==> src/rtl/branch_predict_unit.sv <==
// branch_predict_unit
// Branch resolution plus a bimodal predictor. The predictor is a table of
// 2-bit saturating counters indexed by PC bits [log2(BHT_ENTRIES)+1:2].
// The fetch stage reads the table combinationally (if_pred_taken). The
// execute stage resolves the branch, registers the outcome one cycle later
// and trains the counter of the resolved PC.
//
// Optional feature macro: BPU_PERF_COUNTERS_EN
//   When defined, the 32-bit saturating outputs perf_branches and
//   perf_mispredicts are added. When undefined, those ports and counters
//   do not exist and all other behaviour is the same.
//
// Request handshake: there is no ready signal. The unit always accepts.
// A request is accepted in any cycle where ex_valid=1 and ex_flush=0, and
// flush always wins over valid. Every accepted request produces exactly one
// res_valid pulse on the following cycle. A non-accepted cycle produces
// res_valid=0 with res_taken and res_mispredict forced to 0.

module branch_predict_unit #(
  parameter int XLEN        = 32,
  parameter int BHT_ENTRIES = 64
) (
  input  logic            clk,
  input  logic            rst_n,
  // fetch-side lookup
  input  logic [XLEN-1:0] if_pc,
  output logic            if_pred_taken,
  // execute-side resolve request
  input  logic            ex_valid,
  input  logic            ex_flush,
  input  logic [XLEN-1:0] ex_pc,
  input  logic [XLEN-1:0] A,
  input  logic [XLEN-1:0] B,
  input  logic [4:0]      BrOp,
  input  logic            ex_pred_taken,
  // registered resolution
  output logic            res_valid,
  output logic            res_taken,
  output logic            res_mispredict
`ifdef BPU_PERF_COUNTERS_EN
  ,
  output logic [31:0]     perf_branches,
  output logic [31:0]     perf_mispredicts
`endif
);

  localparam int IDXW = $clog2(BHT_ENTRIES);

  // Branch funct3 encodings
  localparam logic [2:0] F3_BEQ  = 3'b000;
  localparam logic [2:0] F3_BNE  = 3'b001;
  localparam logic [2:0] F3_BLT  = 3'b100;
  localparam logic [2:0] F3_BGE  = 3'b101;
  localparam logic [2:0] F3_BLTU = 3'b110;
  localparam logic [2:0] F3_BGEU = 3'b111;

  // Counter states
  localparam logic [1:0] CTR_SNT = 2'b00;
  localparam logic [1:0] CTR_WNT = 2'b01;
  localparam logic [1:0] CTR_ST  = 2'b11;

  // ------------------------------------------------------------------
  // Table indexing
  // ------------------------------------------------------------------
  logic [IDXW-1:0] if_idx;
  logic [IDXW-1:0] ex_idx;

  assign if_idx = if_pc[IDXW+1:2];
  assign ex_idx = ex_pc[IDXW+1:2];

  // The word-offset bits and the bits above the index do not take part in
  // the lookup. They are folded here so the intent is explicit.
  logic unused_pc_bits;
  assign unused_pc_bits = ^{if_pc[XLEN-1:IDXW+2], if_pc[1:0],
                            ex_pc[XLEN-1:IDXW+2], ex_pc[1:0]};

  // ------------------------------------------------------------------
  // Opcode decode
  // ------------------------------------------------------------------
  logic       is_jump;
  logic       is_cbr;
  logic [2:0] funct3;
  logic       f3_legal;
  logic       accept;

  // Split BrOp into jump / conditional-branch / funct3. Identify the legal branch encodings.
  always_comb begin
    is_jump  = BrOp[4];
    is_cbr   = ~BrOp[4] & BrOp[3];
    funct3   = BrOp[2:0];
    f3_legal = 1'b0;
    case (funct3)
      F3_BEQ, F3_BNE, F3_BLT, F3_BGE, F3_BLTU, F3_BGEU: f3_legal = 1'b1;
      default:                                          f3_legal = 1'b0;
    endcase
  end

  assign accept = ex_valid & ~ex_flush;

  // ------------------------------------------------------------------
  // Comparator. Every compare uses the full XLEN width.
  // ------------------------------------------------------------------
  logic eq;
  logic lt_s;
  logic lt_u;
  logic cond_taken;
  logic taken;

  // Evaluate the conditional-branch condition selected by funct3.
  always_comb begin
    eq         = (A == B);
    lt_s       = ($signed(A) < $signed(B));
    lt_u       = (A < B);
    cond_taken = 1'b0;
    case (funct3)
      F3_BEQ:  cond_taken = eq;
      F3_BNE:  cond_taken = ~eq;
      F3_BLT:  cond_taken = lt_s;
      F3_BGE:  cond_taken = ~lt_s;
      F3_BLTU: cond_taken = lt_u;
      F3_BGEU: cond_taken = ~lt_u;
      default: cond_taken = 1'b0;
    endcase
  end

  // Actual outcome. A jump is always taken. A non-branch is never taken.
  always_comb begin
    if (is_jump)      taken = 1'b1;
    else if (BrOp[3]) taken = cond_taken;
    else              taken = 1'b0;
  end

  // ------------------------------------------------------------------
  // Counter training
  // ------------------------------------------------------------------
  logic       upd_en;
  logic [1:0] ctr_cur;
  logic [1:0] ctr_next;

  // Only accepted conditional branches with a legal funct3 train the table.
  // Jumps, non-branches, illegal encodings and flushed requests do not.
  assign upd_en  = accept & is_cbr & f3_legal;

  // Saturating increment on taken and saturating decrement on not-taken.
  always_comb begin
    ctr_next = ctr_cur;
    if (cond_taken) begin
      if (ctr_cur != CTR_ST)  ctr_next = ctr_cur + 2'b01;
    end else begin
      if (ctr_cur != CTR_SNT) ctr_next = ctr_cur - 2'b01;
    end
  end

  // ------------------------------------------------------------------
  // Branch history table
  // ------------------------------------------------------------------
  logic [1:0] bht [BHT_ENTRIES];

  assign ctr_cur = bht[ex_idx];

  // Reset every counter to weakly-not-taken. After reset, write back the
  // trained counter of the resolved PC.
  always_ff @(posedge clk or negedge rst_n) begin
    if (!rst_n) begin
      for (int i = 0; i < BHT_ENTRIES; i++) begin
        bht[i] <= CTR_WNT;
      end
    end else if (upd_en) begin
      bht[ex_idx] <= ctr_next;
    end
  end

  // The lookup reads the stored array directly. A same-cycle update to the
  // same index is therefore seen only from the next cycle onward.
  assign if_pred_taken = bht[if_idx][1];

  // ------------------------------------------------------------------
  // Registered resolution
  // ------------------------------------------------------------------
  logic mispredict;

  assign mispredict = taken ^ ex_pred_taken;

  // Register the outcome one cycle after acceptance. Outputs are forced to 0 otherwise.
  always_ff @(posedge clk or negedge rst_n) begin
    if (!rst_n) begin
      res_valid      <= 1'b0;
      res_taken      <= 1'b0;
      res_mispredict <= 1'b0;
    end else begin
      res_valid      <= accept;
      res_taken      <= accept & taken;
      res_mispredict <= accept & mispredict;
    end
  end

`ifdef BPU_PERF_COUNTERS_EN
  // ------------------------------------------------------------------
  // Performance counters. They saturate at all-ones instead of wrapping.
  // ------------------------------------------------------------------
  logic count_branch;
  logic count_mispredict;

  // perf_branches counts any accepted conditional branch or jump.
  // perf_mispredicts moves on the same edge that registers res_mispredict=1.
  assign count_branch     = accept & (is_jump | is_cbr);
  assign count_mispredict = accept & mispredict;

  // Count accepted branches and registered mispredicts.
  always_ff @(posedge clk or negedge rst_n) begin
    if (!rst_n) begin
      perf_branches    <= '0;
      perf_mispredicts <= '0;
    end else begin
      if (count_branch && (perf_branches != '1)) begin
        perf_branches <= perf_branches + 32'd1;
      end
      if (count_mispredict && (perf_mispredicts != '1)) begin
        perf_mispredicts <= perf_mispredicts + 32'd1;
      end
    end
  end
`endif

endmodule

==> config.mk <==
export PLATFORM = sky130hd
export DESIGN_NAME = branch_predict_unit
export DESIGN_NICKNAME = d
export VERILOG_FILES = /design/src/rtl/branch_predict_unit.sv
export SDC_FILE = /design/constraint.sdc
export NUM_CORES = 1
export LEC_CHECK = 0
export CAP_MARGIN = 20
export CORE_ASPECT_RATIO = 1.75
export CORE_MARGIN = 2
export CORE_UTILIZATION = 50
export CTS_CLUSTER_SIZE = 20
export DETAILED_ROUTE_END_ITERATION = 8
export PLACE_DENSITY_LB_ADDON = 0.12
export SLEW_MARGIN = 15
export SYNTH_ARGS = -nofsm -noshare
export SYNTH_HDL_FRONTEND = slang
export SYNTH_SLANG_ARGS = --single-unit
==> constraint.sdc <==
create_clock -name clk -period 7.9 [get_ports clk]
set_clock_uncertainty 0.2 [all_clocks]
set_input_delay 0.79 -clock clk [delete_from_list [all_inputs] [get_ports clk]]
set_output_delay 0.79 -clock clk [all_outputs]
set_load 0.02 [all_outputs]
Word level (Yosys, flattened, before mapping)

Cells that the tools add are included.
W data, S select, Z words.

Bits in registers: 131
Input port bits: 138
Output and inout bits: 4
Logic and storage cells: 115

$add $sub $neg: 2
$lt $le $gt $ge: 5
Equality and inequality tests: 7
Multiplexer cells: 16
Bitwise gates (word level): 14
Reduce and logical (&&, ||, !) cells: 4

Operators with widths:

| cell                  | number |
|---|---|
| $bwmux W128           | 1 |
| $lt A32 B32 Y1        | 2 |
| $eq A32 B32 Y1        | 1 |
| $bmux W2 S6           | 2 |
| $mux W2               | 8 |
| $ge A7 B7 Y1 const B  | 2 |
| $not A6 Y7            | 2 |
| $demux W2 S6          | 1 |
| $eq A3 B3 Y1 const B  | 4 |
| $lt A7 B1 Y1 const B  | 1 |
| $and A1 B1 Y1         | 6 |
| $pmux W1 S6           | 1 |
| $reduce_or A6 Y1      | 1 |
| $not A1 Y1            | 5 |
| $eq A3 B1 Y1 const B  | 1 |
| $logic_not A3 Y1      | 1 |
| $mux W1               | 3 |
| $add A2 B1 Y2 const B | 1 |
| $ne A2 B2 Y1 const B  | 1 |
| $reduce_bool A2 Y1    | 1 |
| $sub A2 B1 Y2 const B | 1 |
| $logic_and A1 B1 Y1   | 1 |
| $xor A1 B1 Y1         | 1 |

Logic depth before layout (Yosys ltp)

Depth in word-level cells: 8
Depth in mapped cells: 14
Gate-level depth less buffers: 10

Least setup slack after synthesis

Ideal clock, no wire load.

Kind: input to output
Start: input if_pc[2]
End: output if_pred_taken
Arrival: 3.026 ns
Data required time: 6.910 ns
Path slack: 3.884 ns
Stages: 5
Cell sequence: clkbuf_1 buf_2 mux4_2 mux4_2 mux4_2

Longest elaborated chain between the ends: 4

RTL lines:

| element                                     | line | RTL |
|---|---|---|
| from (decl)                                 | 26   | `input logic [XLEN-1:0] if_pc,` |
| $not A6 Y7 (implied by the code)            | 175  | `assign if_pred_taken = bht[if_idx][1];` |
| $bmux W2 S6                                 | 175  |  |
| $mux W2 (implied by the code) (2 in series) | 175  |  |
| to (decl)                                   | 27   | `output logic if_pred_taken,` |

No other way between the ends. The select of a mux whose other input is x is not followed.

Worst setup path in the final report

Start: input if_pc[3]
End: output if_pred_taken

Same word-level chain as after synthesis.

==> impl_metrics.tcl <==
set metrics [dict create \
    ys.flop_type "dfrtp_1" \
    cts.repair.resized 0 \
    r2r_end "bht[15]" \
    initial_core_util 0.509 \
    hold_viol_final 0 \
    holdPathStages 2 \
    worstPathRequired_ns 6.91 \
    crit_type "input port to output port" \
    reg2reg_slack_ns 4.49 \
    avgSynthCellArea_sq_um 9.45 \
    drt-total-wl_mm 22.3 \
    port_buffers 89 \
    place_area_sq_um 9130 \
    synth-compound-area-share 0.190 \
    synth_area_sq_um 8280 \
    crit_fanout 16 \
    finalSetupViolCount 0 \
    power.leakage_nw 3.91 \
    yosysTopAreaCell "dfstp_2" \
    min_from "bht[94]" \
    grt_pass1_vias 6811 \
    synth_top_family_by_area "compound AO/OA/AOI/OAI gates" \
    p_per_area_nw_per_um2 182 \
    min_period_ns 4.75 \
    yosysWarnings 0 \
    period_share 0.601 \
    regArea_sq_um 3360 \
    synthAdderAreaFrac 0.0514 \
    gr-total-overflow 0 \
    pin_count 142 \
    synth-edff-count 0 \
    gr-usage-met3 0.0531 \
    synth_xor_area_frac 0.00211 \
    synth.mux.area_fraction 0.111 \
    slew_headroom 0.346 \
    antenna_left 0 \
    fin_area_sq_um 9750 \
    grt_pass1_wl_mm 36.1 \
    core_sq_um 16300 \
    die_area_sq_um 17700 \
    synth_seq_cells 131 \
    drc 0 \
    dieWidth_um 101 \
    setup_ws_ns 3.15 \
    yosysUniqueCellTypes 68 \
    drt_iter0_markers 458 \
    synth_top_area_share 0.203 \
    synth_area_leaders "dfstp_2 (20%), dfrtp_1 (20%), mux4_2 (8.7%)" \
    syn-instance-count 877 \
    critPathLaunchType "input port" \
    ctsHtreeMaxLevel 4 \
    num_rows 62 \
    cts_sinks 131 \
    rr_worst_depth 9 \
    area_delta_synth_final_pct 17.7 \
    dp_hpwl_mm 15.6 \
    diodes 0 \
    cts_root_buf "clkbuf_16" \
    grt_max_degree 69 \
    crit_slowest_cell "clkdlybuf4s50_1" \
    numCtsBuffers 17 \
    final_layout_size_suffix_gt1_frac 0.236 \
    syn_nets 1047 \
    grt_usage 0.268 \
    fp.dieH_um 174 \
    critPathCaptureType "output port" \
    wl_per_cell_um 19.4 \
    cts_setup_buffers 0 \
    path_cells "clkdlybuf4s50_1, mux4_2, mux4_2, mux4_2, clkdlybuf4s50_1" \
    vias_per_cell 5.97 \
    multi_input_area_sq_um 4410 \
    use_met1 0.323 \
    place_inst 1118 \
    hold_end "bht[94]" \
    place_ws_ns 2.91 \
    drtPass1Iterations 5 \
    tightest_slew_ns 0.980 \
    cp_common_cell "mux4_2" \
    synthSimpleGateAreaFrac 0.176 \
    hold-worst-slack_ns 0.266 \
    rsz0062_at_grt "false" \
    arrival_ns 3.76 \
    fmax_ghz 0.211 \
    synth_seq_area_share 0.405 \
    postCtsHoldBufs 0 \
    reg2reg_from "bht[53]" \
    final-instance-count-excl-fill 1152 \
    status "complete, no violations" \
    nets 1117 \
    grt_use_met2 0.457 \
    slew_viol_final 0 \
    worstHoldPathType "register to register" \
    routabilityCongestion 0.865 \
    cts_tree "yes" \
    grt.busiest_layer "met2" \
    fillers 1430 \
    fin_setup_tns_ns 0 \
    cp_slowest_stage_delay_ns 1.03 \
    clkSlewWorstSetupHoldPaths_ns 0.06 \
    drv_cap 0 \
    cts_buffer_depth 2 \
    vias 6876 \
    insertion_delay_ns 0.43 \
    peakVddDrop_v 0.000145 \
    synthArstFlopShare 1.00 \
    antenna_found_initial 0 \
]
## stage by stage
stage / util / power (W)
2_1_floorplan: - / 0.000893
3_5_place_dp: 0.561 / 0.000981
6_report: 0.599 / 0.00177
3_3_place_gp: 0.560 / 0.000978
4_1_cts: 0.597 / 0.00178
5_1_grt: 0.599 / 0.00184
## flip-flops by register name, summed over array words and instances, names as in the netlist
signal / flops
bht: 128
res_mispredict: 1
res_taken: 1
res_valid: 1
## metal layers
metal	up-vias	routed length [um]
li1	3275	-
met1	3271	8640
met2	273	11600
met5	-	0
met3	57	1130
met4	0	931
## cell usage in the layout (no fill, tap or decap), drive strengths merged, types with 3 or more instances in the layout
cell type        n
nand2          164
nor2           104
clkdlybuf4s50   85
a21oi           80
o21ai           73
dfrtp           67
dfstp           64
inv             39
mux4            32
ha              32
a31oi           25
buf             20
clkbuf          18
nand3           14
nor2b           10
mux2i           10
mux2             9
nand4            8
nor3             8
a22oi            7
a221oi           7
nand2b           6
clkinvlp         6
and2             6
clkinv           5
o211ai           4
a211oi           4
and4             3
o31ai            3
a22o             3
o22ai            3
a221o            3
and3             3
bufinv           3
nor3b            3
## cells by family (layout without fill, tap and decap cells)
kind of cell	count (synthesis)	after routing
DFF	131	131
xor gates and xnor gates	2	2
muxes	51	51
and+or+nand+nor	337	337
AOI/OAI and AO/OA	229	229
adders and majority gates	34	34
buffers and inverters	93	176
## where the power goes
part | internal [W] | switching (W) | leakage (nW) | total, W
combinational | 0.000106 | 0.000155 | 2.06 | 0.000262
clock | 0.000493 | 0.000308 | 0.274 | 0.000800
sequential | 0.000697 | 0.0000142 | 1.58 | 0.000711
total | 0.00130 | 0.000477 | 3.91 | 0.00177
## worst max-delay path by stage
| stage | startpoint | end | slack [ns] | depth (start not counted) |
|---|---|---|---|---|
| 3_5_place_dp | ex_pc[2] | bht[66] | 2.91 | 10 |
| 2_1_floorplan | if_pc[2] | if_pred_taken | 3.88 | 5 |
| 4_1_cts | if_pc[3] | if_pred_taken | 3.12 | 5 |
| 6_report | if_pc[3] | if_pred_taken | 3.15 | 5 |
| 5_1_grt | if_pc[3] | if_pred_taken | 3.06 | 5 |
| 3_3_place_gp | ex_pc[2] | bht[66] | 2.95 | 10 |
## worst max-delay path: cells and delay by family
family                 cells  cell delay (ns)
multiplexers               3             1.38
buffers and inverters      2             1.57
## layout make-up
cell class              instances  share of cell area
clock inverters                14              0.0168
clock buffers                  18              0.0440
flip-flops and latches        131               0.344
multi-input cells             653               0.452
repair buffers                105               0.104
well taps                     192              0.0246
inverters                      39              0.0150
## synth_stat cells (8+ instances only)
cell / n
clkbuf_1: 21
a21oi_1: 80
mux2i_1: 10
nor2b_1: 10
mux2_2: 9
ha_1: 32
dfrtp_1: 67
a31oi_1: 25
nor2_1: 102
nand3_1: 14
o21ai_0: 11
nand4_1: 8
nand2_1: 164
inv_1: 38
o21ai_2: 59
buf_6: 15
mux4_2: 32
dfstp_2: 64
(Power assumes the default switching activity.)
